[config.mk]
export PLATFORM = sky130hd
export DESIGN_NAME = adex_neuron_array
export DESIGN_NICKNAME = d
export VERILOG_FILES = /design/src/rtl/adex_pkg.sv /design/src/rtl/adex_update_core.sv /design/src/rtl/adex_neuron_array.sv
export SDC_FILE = /design/constraint.sdc
export NUM_CORES = 1
export LEC_CHECK = 0
export ABC_AREA = 1
export CAP_MARGIN = 20
export CELL_PAD_IN_SITES_DETAIL_PLACEMENT = 1
export CELL_PAD_IN_SITES_GLOBAL_PLACEMENT = 2
export CORE_ASPECT_RATIO = 1.4
export CORE_MARGIN = 2
export CORE_UTILIZATION = 30
export DETAILED_ROUTE_END_ITERATION = 12
export PLACE_DENSITY = 0.7
export SLEW_MARGIN = 25
export SYNTH_ARGS = -nofsm -noshare
export SYNTH_HDL_FRONTEND = slang
export SYNTH_HIERARCHICAL = 1
export SYNTH_SLANG_ARGS = --single-unit
[constraint.sdc]
create_clock -name clk -period 12.25 [get_ports clk]
set_input_delay 1.8375 -clock clk [delete_from_list [all_inputs] [get_ports clk]]
set_output_delay 1.8375 -clock clk [all_outputs]
set_load 0.03 [all_outputs]
[src/rtl/adex_pkg.sv]
// Shared definitions for the AdEx neuron array: config field map, FSM states,
// default Q8.8 constants and the saturation helper.
package adex_pkg;

  localparam logic [2:0] F_VT     = 3'd0;
  localparam logic [2:0] F_VRESET = 3'd1;
  localparam logic [2:0] F_IBIAS  = 3'd2;
  localparam logic [2:0] F_B      = 3'd3;
  localparam logic [2:0] F_A      = 3'd4;
  localparam logic [2:0] F_TAUW   = 3'd5;
  localparam logic [2:0] F_V      = 3'd6;
  localparam logic [2:0] F_W      = 3'd7;

  localparam logic [15:0] Q_EL     = 16'hBA00;
  localparam logic [15:0] Q_VPEAK  = 16'h0000;
  localparam logic [15:0] Q_VT     = 16'hCE00;
  localparam logic [15:0] Q_VRESET = 16'hBF00;
  localparam logic [15:0] Q_DELTAT = 16'h0200;

  typedef enum logic [1:0] {
    IDLE  = 2'd0,
    SWEEP = 2'd1,
    DONE  = 2'd2
  } adex_state_e;

  // Clamp x to the signed range of a dw-bit word.
  function automatic logic signed [63:0] sat(input logic signed [63:0] x, input int dw);
    logic signed [63:0] hi;
    logic signed [63:0] lo;
    hi = (64'sd1 <<< (dw - 1)) - 64'sd1;
    lo = -(64'sd1 <<< (dw - 1));
    if (x > hi) begin
      sat = hi;
    end else if (x < lo) begin
      sat = lo;
    end else begin
      sat = x;
    end
  endfunction

endpackage

[src/rtl/adex_update_core.sv]
// Combinational single-neuron AdEx step: computes next V, next w and the spike
// flag from one neuron's parameters and state, using shifts only.
module adex_update_core
  import adex_pkg::*;
#(
  parameter int            DW      = 16,
  parameter int            FRAC    = 8,
  parameter logic [DW-1:0] EL      = Q_EL,
  parameter logic [DW-1:0] VPEAK   = Q_VPEAK,
  parameter logic [DW-1:0] DELTAT  = Q_DELTAT,
  parameter int            LEAK_SH = 4,
  parameter int            DT_SH   = 2
) (
  input  logic [DW-1:0] vt,
  input  logic [DW-1:0] vreset,
  input  logic [DW-1:0] ibias,
  input  logic [DW-1:0] b,
  input  logic [7:0]    a,
  input  logic [3:0]    tauw_sh,
  input  logic [DW-1:0] v,
  input  logic [DW-1:0] w,
  output logic [DW-1:0] v_next,
  output logic [DW-1:0] w_next,
  output logic          spike
);

  localparam int XW = DW + 8;

  function automatic logic signed [XW-1:0] ext(input logic [DW-1:0] x);
    ext = XW'($signed(x));
  endfunction

  function automatic logic [DW-1:0] clamp(input logic signed [XW-1:0] x);
    clamp = DW'(sat(64'(x), DW));
  endfunction

  logic signed [XW-1:0] v_x_s, w_x_s, leak_s, d_s, dsh_s, expt_s, sum_s, dv_s, at_s;
  logic [2:0]           esh_s;

  // One integration step; the exponential term's shift is capped at 7.
  always_comb begin
    v_x_s  = ext(v);
    w_x_s  = ext(w);
    leak_s = (ext(EL) - v_x_s) >>> LEAK_SH;
    d_s    = v_x_s - ext(vt);
    dsh_s  = d_s >>> FRAC;
    if (dsh_s[XW-1:3] != {(XW-3){1'b0}}) begin
      esh_s = 3'd7;
    end else begin
      esh_s = dsh_s[2:0];
    end
    if (d_s[XW-1]) begin
      expt_s = {XW{1'b0}};
    end else begin
      expt_s = ext(DELTAT) <<< esh_s;
    end
    sum_s = leak_s + expt_s + ext(ibias) - w_x_s;
    dv_s  = v_x_s - ext(EL);
    at_s  = (dv_s * $signed({{(XW-8){1'b0}}, a})) >>> 8;
    if ($signed(v) >= $signed(VPEAK)) begin
      spike  = 1'b1;
      v_next = vreset;
      w_next = clamp(w_x_s + ext(b));
    end else begin
      spike  = 1'b0;
      v_next = clamp(v_x_s + (sum_s >>> DT_SH));
      w_next = clamp(w_x_s + ((at_s - w_x_s) >>> tauw_sh));
    end
  end

endmodule

[src/rtl/adex_neuron_array.sv]
// Time-multiplexed array of N AdEx neurons: sweep FSM, per-neuron register
// file, configuration write port and registered monitor mux.
module adex_neuron_array
  import adex_pkg::*;
#(
  parameter int            N           = 4,
  parameter int            DW          = 16,
  parameter int            FRAC        = 8,
  parameter logic [DW-1:0] EL          = Q_EL,
  parameter logic [DW-1:0] VPEAK       = Q_VPEAK,
  parameter logic [DW-1:0] DELTAT      = Q_DELTAT,
  parameter int            LEAK_SH     = 4,
  parameter int            DT_SH       = 2,
  parameter logic [DW-1:0] VT_INIT     = Q_VT,
  parameter logic [DW-1:0] VRESET_INIT = Q_VRESET,
  parameter logic [7:0]    A_INIT      = 8'd0,
  parameter logic [DW-1:0] B_INIT      = {DW{1'b0}},
  parameter logic [3:0]    TAUW_INIT   = 4'd6,
  localparam int           NW          = (N > 1) ? $clog2(N) : 1
) (
  input  logic          clk,
  input  logic          reset,
  input  logic          tick,
  input  logic          cfg_valid,
  output logic          cfg_ready,
  input  logic [NW+2:0] cfg_addr,
  input  logic [DW-1:0] cfg_data,
  output logic [N-1:0]  spike,
  output logic          spike_valid,
  output logic          busy,
  output logic          overrun,
  input  logic [NW-1:0] mon_sel,
  input  logic          mon_w,
  output logic [DW-1:0] mon_data
);

  localparam logic [NW:0] N_L = (NW + 1)'(N);

  adex_state_e   state_r, state_nx_s;
  logic [NW-1:0] idx_r;
  logic [N-1:0]  shadow_r, spike_r;
  logic          spike_valid_r, busy_r, ready_r, overrun_r;
  logic [DW-1:0] mon_r;

  logic [DW-1:0] vt_r [N];
  logic [DW-1:0] vr_r [N];
  logic [DW-1:0] ib_r [N];
  logic [DW-1:0] b_r  [N];
  logic [7:0]    a_r  [N];
  logic [3:0]    tw_r [N];
  logic [DW-1:0] v_r  [N];
  logic [DW-1:0] w_r  [N];

  logic [NW-1:0] cfg_nrn_s;
  logic [2:0]    cfg_fld_s;
  logic          cfg_we_s, last_s;
  logic [DW-1:0] v_nx_s, w_nx_s;
  logic          spike_s;

  assign cfg_ready   = ready_r;
  assign spike       = spike_r;
  assign spike_valid = spike_valid_r;
  assign busy        = busy_r;
  assign overrun     = overrun_r;
  assign mon_data    = mon_r;

  // Config decode; writes to a nonexistent neuron are accepted but dropped.
  always_comb begin
    cfg_nrn_s = cfg_addr[NW+2:3];
    cfg_fld_s = cfg_addr[2:0];
    cfg_we_s  = cfg_valid && (state_r == IDLE) && ({1'b0, cfg_nrn_s} < N_L);
    last_s    = (idx_r == NW'(N - 1));
  end

  adex_update_core #(
    .DW(DW), .FRAC(FRAC), .EL(EL), .VPEAK(VPEAK), .DELTAT(DELTAT),
    .LEAK_SH(LEAK_SH), .DT_SH(DT_SH)
  ) u_core (
    .vt(vt_r[idx_r]), .vreset(vr_r[idx_r]), .ibias(ib_r[idx_r]), .b(b_r[idx_r]),
    .a(a_r[idx_r]), .tauw_sh(tw_r[idx_r]), .v(v_r[idx_r]), .w(w_r[idx_r]),
    .v_next(v_nx_s), .w_next(w_nx_s), .spike(spike_s)
  );

  // FSM state register.
  always_ff @(posedge clk) begin
    if (reset) begin
      state_r <= IDLE;
    end else begin
      state_r <= state_nx_s;
    end
  end

  // FSM next state.
  always_comb begin
    state_nx_s = state_r;
    case (state_r)
      IDLE:    if (tick) state_nx_s = SWEEP; else state_nx_s = IDLE;
      SWEEP:   if (last_s) state_nx_s = DONE; else state_nx_s = SWEEP;
      DONE:    state_nx_s = IDLE;
      default: state_nx_s = IDLE;
    endcase
  end

  // Sweep index, spike shadow, status outputs and monitor.
  always_ff @(posedge clk) begin
    if (reset) begin
      idx_r         <= {NW{1'b0}};
      shadow_r      <= {N{1'b0}};
      spike_r       <= {N{1'b0}};
      spike_valid_r <= 1'b0;
      busy_r        <= 1'b0;
      ready_r       <= 1'b1;
      overrun_r     <= 1'b0;
      mon_r         <= {DW{1'b0}};
    end else begin
      if (state_r == SWEEP && !last_s) begin
        idx_r <= idx_r + NW'(1);
      end else begin
        idx_r <= {NW{1'b0}};
      end
      if (state_r == IDLE && tick) begin
        shadow_r <= {N{1'b0}};
      end else if (state_r == SWEEP) begin
        shadow_r[idx_r] <= spike_s;
      end
      if (state_r == DONE) begin
        spike_r <= shadow_r;
      end
      spike_valid_r <= (state_r == DONE);
      busy_r        <= (state_nx_s != IDLE);
      ready_r       <= (state_nx_s == IDLE);
      overrun_r     <= overrun_r | (tick && state_r != IDLE);
      if ({1'b0, mon_sel} < N_L) begin
        mon_r <= mon_w ? w_r[mon_sel] : v_r[mon_sel];
      end else begin
        mon_r <= {DW{1'b0}};
      end
    end
  end

  // Per-neuron register file: config writes in IDLE, datapath writeback in SWEEP.
  always_ff @(posedge clk) begin
    if (reset) begin
      for (int i = 0; i < N; i++) begin
        vt_r[i] <= VT_INIT;
        vr_r[i] <= VRESET_INIT;
        ib_r[i] <= {DW{1'b0}};
        b_r[i]  <= B_INIT;
        a_r[i]  <= A_INIT;
        tw_r[i] <= TAUW_INIT;
        v_r[i]  <= VRESET_INIT;
        w_r[i]  <= {DW{1'b0}};
      end
    end else begin
      for (int i = 0; i < N; i++) begin
        if (cfg_we_s && cfg_nrn_s == NW'(i)) begin
          case (cfg_fld_s)
            F_VT:     vt_r[i] <= cfg_data;
            F_VRESET: vr_r[i] <= cfg_data;
            F_IBIAS:  ib_r[i] <= cfg_data;
            F_B:      b_r[i]  <= cfg_data;
            F_A:      a_r[i]  <= cfg_data[7:0];
            F_TAUW:   tw_r[i] <= cfg_data[3:0];
            F_V:      v_r[i]  <= cfg_data;
            F_W:      w_r[i]  <= cfg_data;
            default:  ;
          endcase
        end else if (state_r == SWEEP && idx_r == NW'(i)) begin
          v_r[i] <= v_nx_s;
          w_r[i] <= w_nx_s;
        end
      end
    end
  end

endmodule

# == Yosys cells after proc, flatten, opt, wreduce, memory -nomap -nowiden ==
# Memories as Yosys holds them, arrays and structs flattened. A register that Yosys moved wholly into a read port is not among the register bits.
# Index checks and enable logic that the tools add are counted.
# word_totals
ff_bits,32
ramBits,432
in_bits,28
out_inout_bits,24
mem_count,8
# classes
n_addsub,11
n_mul,1
n_lt_le_gt_ge,9
eq_ne,15
n_shift,2
n_mux,188
bitwise,42
n_reduce_logical,24
# mem_list
name,words,word_bits,rd,rd_ports_with_merged_regs,write_ports,line_no,text
b_r,4,16,1,1,4,adex_neuron_array.sv:48,logic [DW-1:0] b_r [N];
ib_r,4,16,1,1,4,adex_neuron_array.sv:47,logic [DW-1:0] ib_r [N];
v_r,4,16,2,1,4,adex_neuron_array.sv:51,logic [DW-1:0] v_r [N];
vr_r,4,16,1,1,4,adex_neuron_array.sv:46,logic [DW-1:0] vr_r [N];
vt_r,4,16,1,1,4,adex_neuron_array.sv:45,logic [DW-1:0] vt_r [N];
w_r,4,16,2,1,4,adex_neuron_array.sv:52,logic [DW-1:0] w_r [N];
2 more memories,-,-,-,-,-,-,
# ops
op,count
16-bit 2-to-1 mux,41
1-bit 2-to-1 mux,125
1-bit OR,41
16-bit by 16-bit subtractor with 17-bit output,2
8-bit 2-to-1 mux,4
13-bit by 24-bit adder with 24-bit output,1
16-bit by 24-bit adder with 24-bit output,1
24-bit by 16-bit adder with 24-bit output,1
24-bit by 16-bit greater-than comparator with 1-bit output (second input constant),1
24-bit by 16-bit less-than comparator with 1-bit output (second input constant),1
17-bit by 9-bit multiplier with 24-bit output,1
24-bit 2-to-1 mux,1
11-bit by 3-bit <<< shifter with 24-bit output (first input constant),1
24-bit by 4-bit >>> shifter with 24-bit output,1
24-bit by 16-bit subtractor with 24-bit output,1
16-bit by 22-bit adder with 23-bit output,1
23-bit by 16-bit greater-than comparator with 1-bit output (second input constant),1
23-bit by 16-bit less-than comparator with 1-bit output (second input constant),1
21-bit nonzero test,1
2-bit 2-to-1 mux,9
16-bit by 16-bit adder with 17-bit output,1
17-bit by 16-bit greater-than comparator with 1-bit output (second input constant),1
17-bit by 16-bit less-than comparator with 1-bit output (second input constant),1
16-bit by 16-bit subtractor with 17-bit output (first input constant),1
other kinds (22),52

# == Depth between registers and ports, before layout ==
# depth
word_depth,14
ltp_mapped,66

# == Cells and area by module ==
# The synthesis kept the hierarchy.
# modules_own_cells
module,n_inst,cells_each,area_each_um2,seq_area_each_um2
adex_neuron_array,1,2308,21679.5,13613.1
adex_update_core,1,2098,12811.0,0.0

# == Worst setup path before layout ==
# OpenSTA, ideal clock, no wires.
# synth_path
path_type,register to register
start,register idx_r[0]
end,memory w_r[0][4] (data pin)
arrival_ns,9.473
required_time_ns,12.095
slack_ns,2.622
stages_incl_launch_ff,62
cell_sequence,dfxtp_1 -> inv_1 -> clkbuf_1 -> buf_1 -> a21oi_1 -> a21oi_1 -> clkbuf_1 -> inv_1 -> ha_1 -> nand2_1 -> nand2_1 -> inv_1 -> nand2_1 -> fa_1 -> inv_1 -> fa_1 -> inv_1 -> fa_1 -> [26 not listed] -> fa_1 -> inv_1 -> nand3_1 -> nand2_1 -> nand4_1 -> nand2_2 -> nand3_1 -> nand2_1 -> xor2_1 -> nand2_1 -> nand2_2 -> buf_6 -> nand2_1 -> nand2_1 -> nand2_1 -> nand2_1 -> inv_1 -> o22ai_1
# synth_rtl
element,line_no,text
"start, declared",adex_neuron_array.sv:40,logic [NW-1:0] idx_r;
"start signal, assigned",adex_neuron_array.sv:107,idx_r <= {NW{1'b0}};
"start signal, assigned",adex_neuron_array.sv:117,idx_r <= idx_r + NW'(1);
"start signal, assigned",adex_neuron_array.sv:119,idx_r <= {NW{1'b0}};
"end, declared",adex_neuron_array.sv:52,

==> flow_metrics.tcl <==
set metrics [dict create \
    syn_to_final_growth_pct 11.21 \
    pin_count 52 \
    crit_type "reg -> reg" \
    cts.clk_slew.worst_paths_ps 60 \
    arrival_ps 11420 \
    synth-async-reset-ratio_pct 0 \
    dp_hpwl_microns 97260 \
    startpoint_type "flop" \
    setup_tns_ps 0 \
    die-height_microns 405.2 \
    synth_edf_count 432 \
    antenna_found_initial 2 \
    yosys_warnings 6 \
    cap_violations 0 \
    holdPathEnd "overrun" \
    timing.hold.ws_ps 466.2 \
    dieArea_sq_um 117700 \
    fin_skew_ps 28.69 \
    ctsResizeCount 0 \
    drv_slew 0 \
    slew_headroom_pct 30.08 \
    cts_tree "built" \
    r2r_start "idx_r[1]" \
    worst_r2r_path_depth 51 \
    synth_ff_type "edfxtp_1" \
    grt_start_max_net_pins 119 \
    syn_area_sq_um 34490 \
    cts_root_buf "clkbuf_16" \
    drtPass1Iterations 5 \
    synth.avg_cell_area_sq_um 7.828 \
    grt_overflow 0 \
    hold_buffers 0 \
    nets 4697 \
    seq_area_frac_synth_pct 39.47 \
    drt_wl_total_microns 133700 \
    holdCritStartpoint "overrun" \
    rows 147 \
    ff2ff_setup_slack_ps 1270 \
    place_ws_ps 1206 \
    crit_path_frequent_cell "nand2_1" \
    cts_setup_buffers 0 \
    finalWorstSetupSlack_ps 1266 \
    syn_inst 4406 \
    place.gp.congestion 0.8552 \
    ys_top_cells_by_area "edfxtp_1 38%, nand2_1 11%, fa_1 7.4%" \
    hold_path.class "reg -> reg" \
    ant_nets 0 \
    track_usage_pct 22.45 \
    vias 30200 \
    crit_path_end_kind "flop" \
    cts.htree.levels 2 \
    worst_hold_path.num_cells 2 \
    core_area_sq_um 114400 \
    rsz0062_at_grt "no" \
    cpPeakStageDelay_ps 630 \
    grt_pass1_wl_microns 199000 \
    setup_viol 0 \
    worstPathRequired_ps 12680 \
    via_per_inst 5.113 \
    period_share_pct 89.67 \
    grt_pass1_vias 31520 \
    drive_gt1_share_pct 5.729 \
    yosysMostFrequentCell "nand2_1" \
    cts.sinks 464 \
    clkLatencyLatePin_ps 630 \
    synth_top_area_share_pct 37.61 \
    ys_types 50 \
    synth-seq-cells 464 \
    outcome "completed" \
    synth_top_cells_by_count "1,003 x nand2_1, 602 x inv_1, 582 x nor2_1" \
    fmax_mhz 91.04 \
    fin_crit_ps 10980 \
    synth_fp_nets 4729 \
    path_max_fanout 47 \
    drtIter0Drc 1765 \
    cts_buffers 54 \
    clock_tree.buffer_depth 3 \
    hold_viol_final 0 \
    insertedDiodeCount 0 \
    drt-wirelength-per-cell_microns 22.63 \
    floorplan.initialDensity_pct 30.15 \
    worst_r2r_endpoint "w_r[3][3]" \
    port_buffers 51 \
    critical_path.slowest_cell "o22ai_2" \
    drc 0 \
    worst_slew_pin_slew_ps 1048 \
    final_core_util_pct 33.53 \
    yosys.area.top_type "edfxtp_1" \
    die_w_microns 290.6 \
]
## registers in the layout (all words and copies together) (netlist names), 2 cells and up
signal and count:
mon_data 16, shadow_r 4, state_r 2, a_r 32, w_r 64, v_r 64, spike 4, vt_r 64
b_r 64, tw_r 16, ib_r 64, idx_r 2, vr_r 64
## per-layer routing
layer / GRT usage (%) / part of all wire [%] / vias up
li1: - / - / 14350
met1: 25.80 / 40 / 15150
met2: 42.87 / 53 / 532
met3: 1.992 / 3.1 / 173
met4: 8.363 / 3.9 / 0
met5: 0 / 0 / -
## layout make-up
type	instances	area, sq um
fillers	13750	76050
well taps	1490	1864
multi-input cells	3102	17740
repair buffers	134	1154
inverters	618	2328
clock inverters	36	267.8
flip-flops and latches	464	13620
clock buffers	62	1381
## placed cells by master (no fill, tap or decap), drive strengths merged, types with 3 or more instances in the layout
master | synthesis | final
nand4 | 21 | 21
clkdlybuf4s50 | 0 | 50
o21ai | 275 | 275
xnor2 | 40 | 40
clkbuf | 186 | 62
fa | 127 | 127
a31oi | 4 | 4
o211ai | 8 | 8
nor3 | 18 | 18
ha | 168 | 168
xor2 | 60 | 60
nand2 | 1016 | 1016
edfxtp | 432 | 432
a21o | 9 | 9
dfxtp | 32 | 32
a21oi | 242 | 242
o21a | 5 | 5
nand3b | 4 | 4
inv | 615 | 615
buf | 36 | 84
or2 | 6 | 6
nor4 | 5 | 5
o21bai | 9 | 9
bufinv | 0 | 3
nand3 | 301 | 301
clkinv | 3 | 36
a21boi | 7 | 7
o22ai | 176 | 176
nor2 | 594 | 594
## worst max path at each step
stage / from / end / cells after the start
after global routing: idx_r[0] / w_r[3][3] / 57
after detailed placement: idx_r[0] / w_r[3][8] / 57
after floorplan: idx_r[0] / w_r[0][4] / 61
after CTS: idx_r[1] / w_r[3][8] / 51
after global placement: idx_r[0] / w_r[3][5] / 53
final: idx_r[1] / w_r[3][3] / 51
## through the flow
step	cells	instance area, sq um
2_1_floorplan	4406	34490
3_3_place_gp	5808	36660
3_5_place_dp	5808	36680
4_1_cts	5906	38330
5_1_grt	5906	38360
6_report	5906	38360
## critical path, delay by kind of cell (launching register included)
kind                     cells  cell delay [ps]
XOR/XNOR                     2              370
AO/OA/AOI/OAI               10             3010
adder cells (fa/ha/maj)      8             3360
buffers and inverters        9             1210
flip-flops                   1              340
AND/OR/NAND/NOR             22             2440
## cell families after synthesis
group,Yosys count,share of synthesized area [%]
AOI/OAI and AO/OA,739,11.74
xor gates and xnor gates,100,2.583
adders and majority gates,295,13.47
buffers and inverters,840,9.359
DFF,464,39.47
muxes,1,0.02902
and+or+nand+nor,1967,23.36
Power is not shown: default switching activity piles up to over one toggle a cycle in this logic, so the estimate is an artifact.
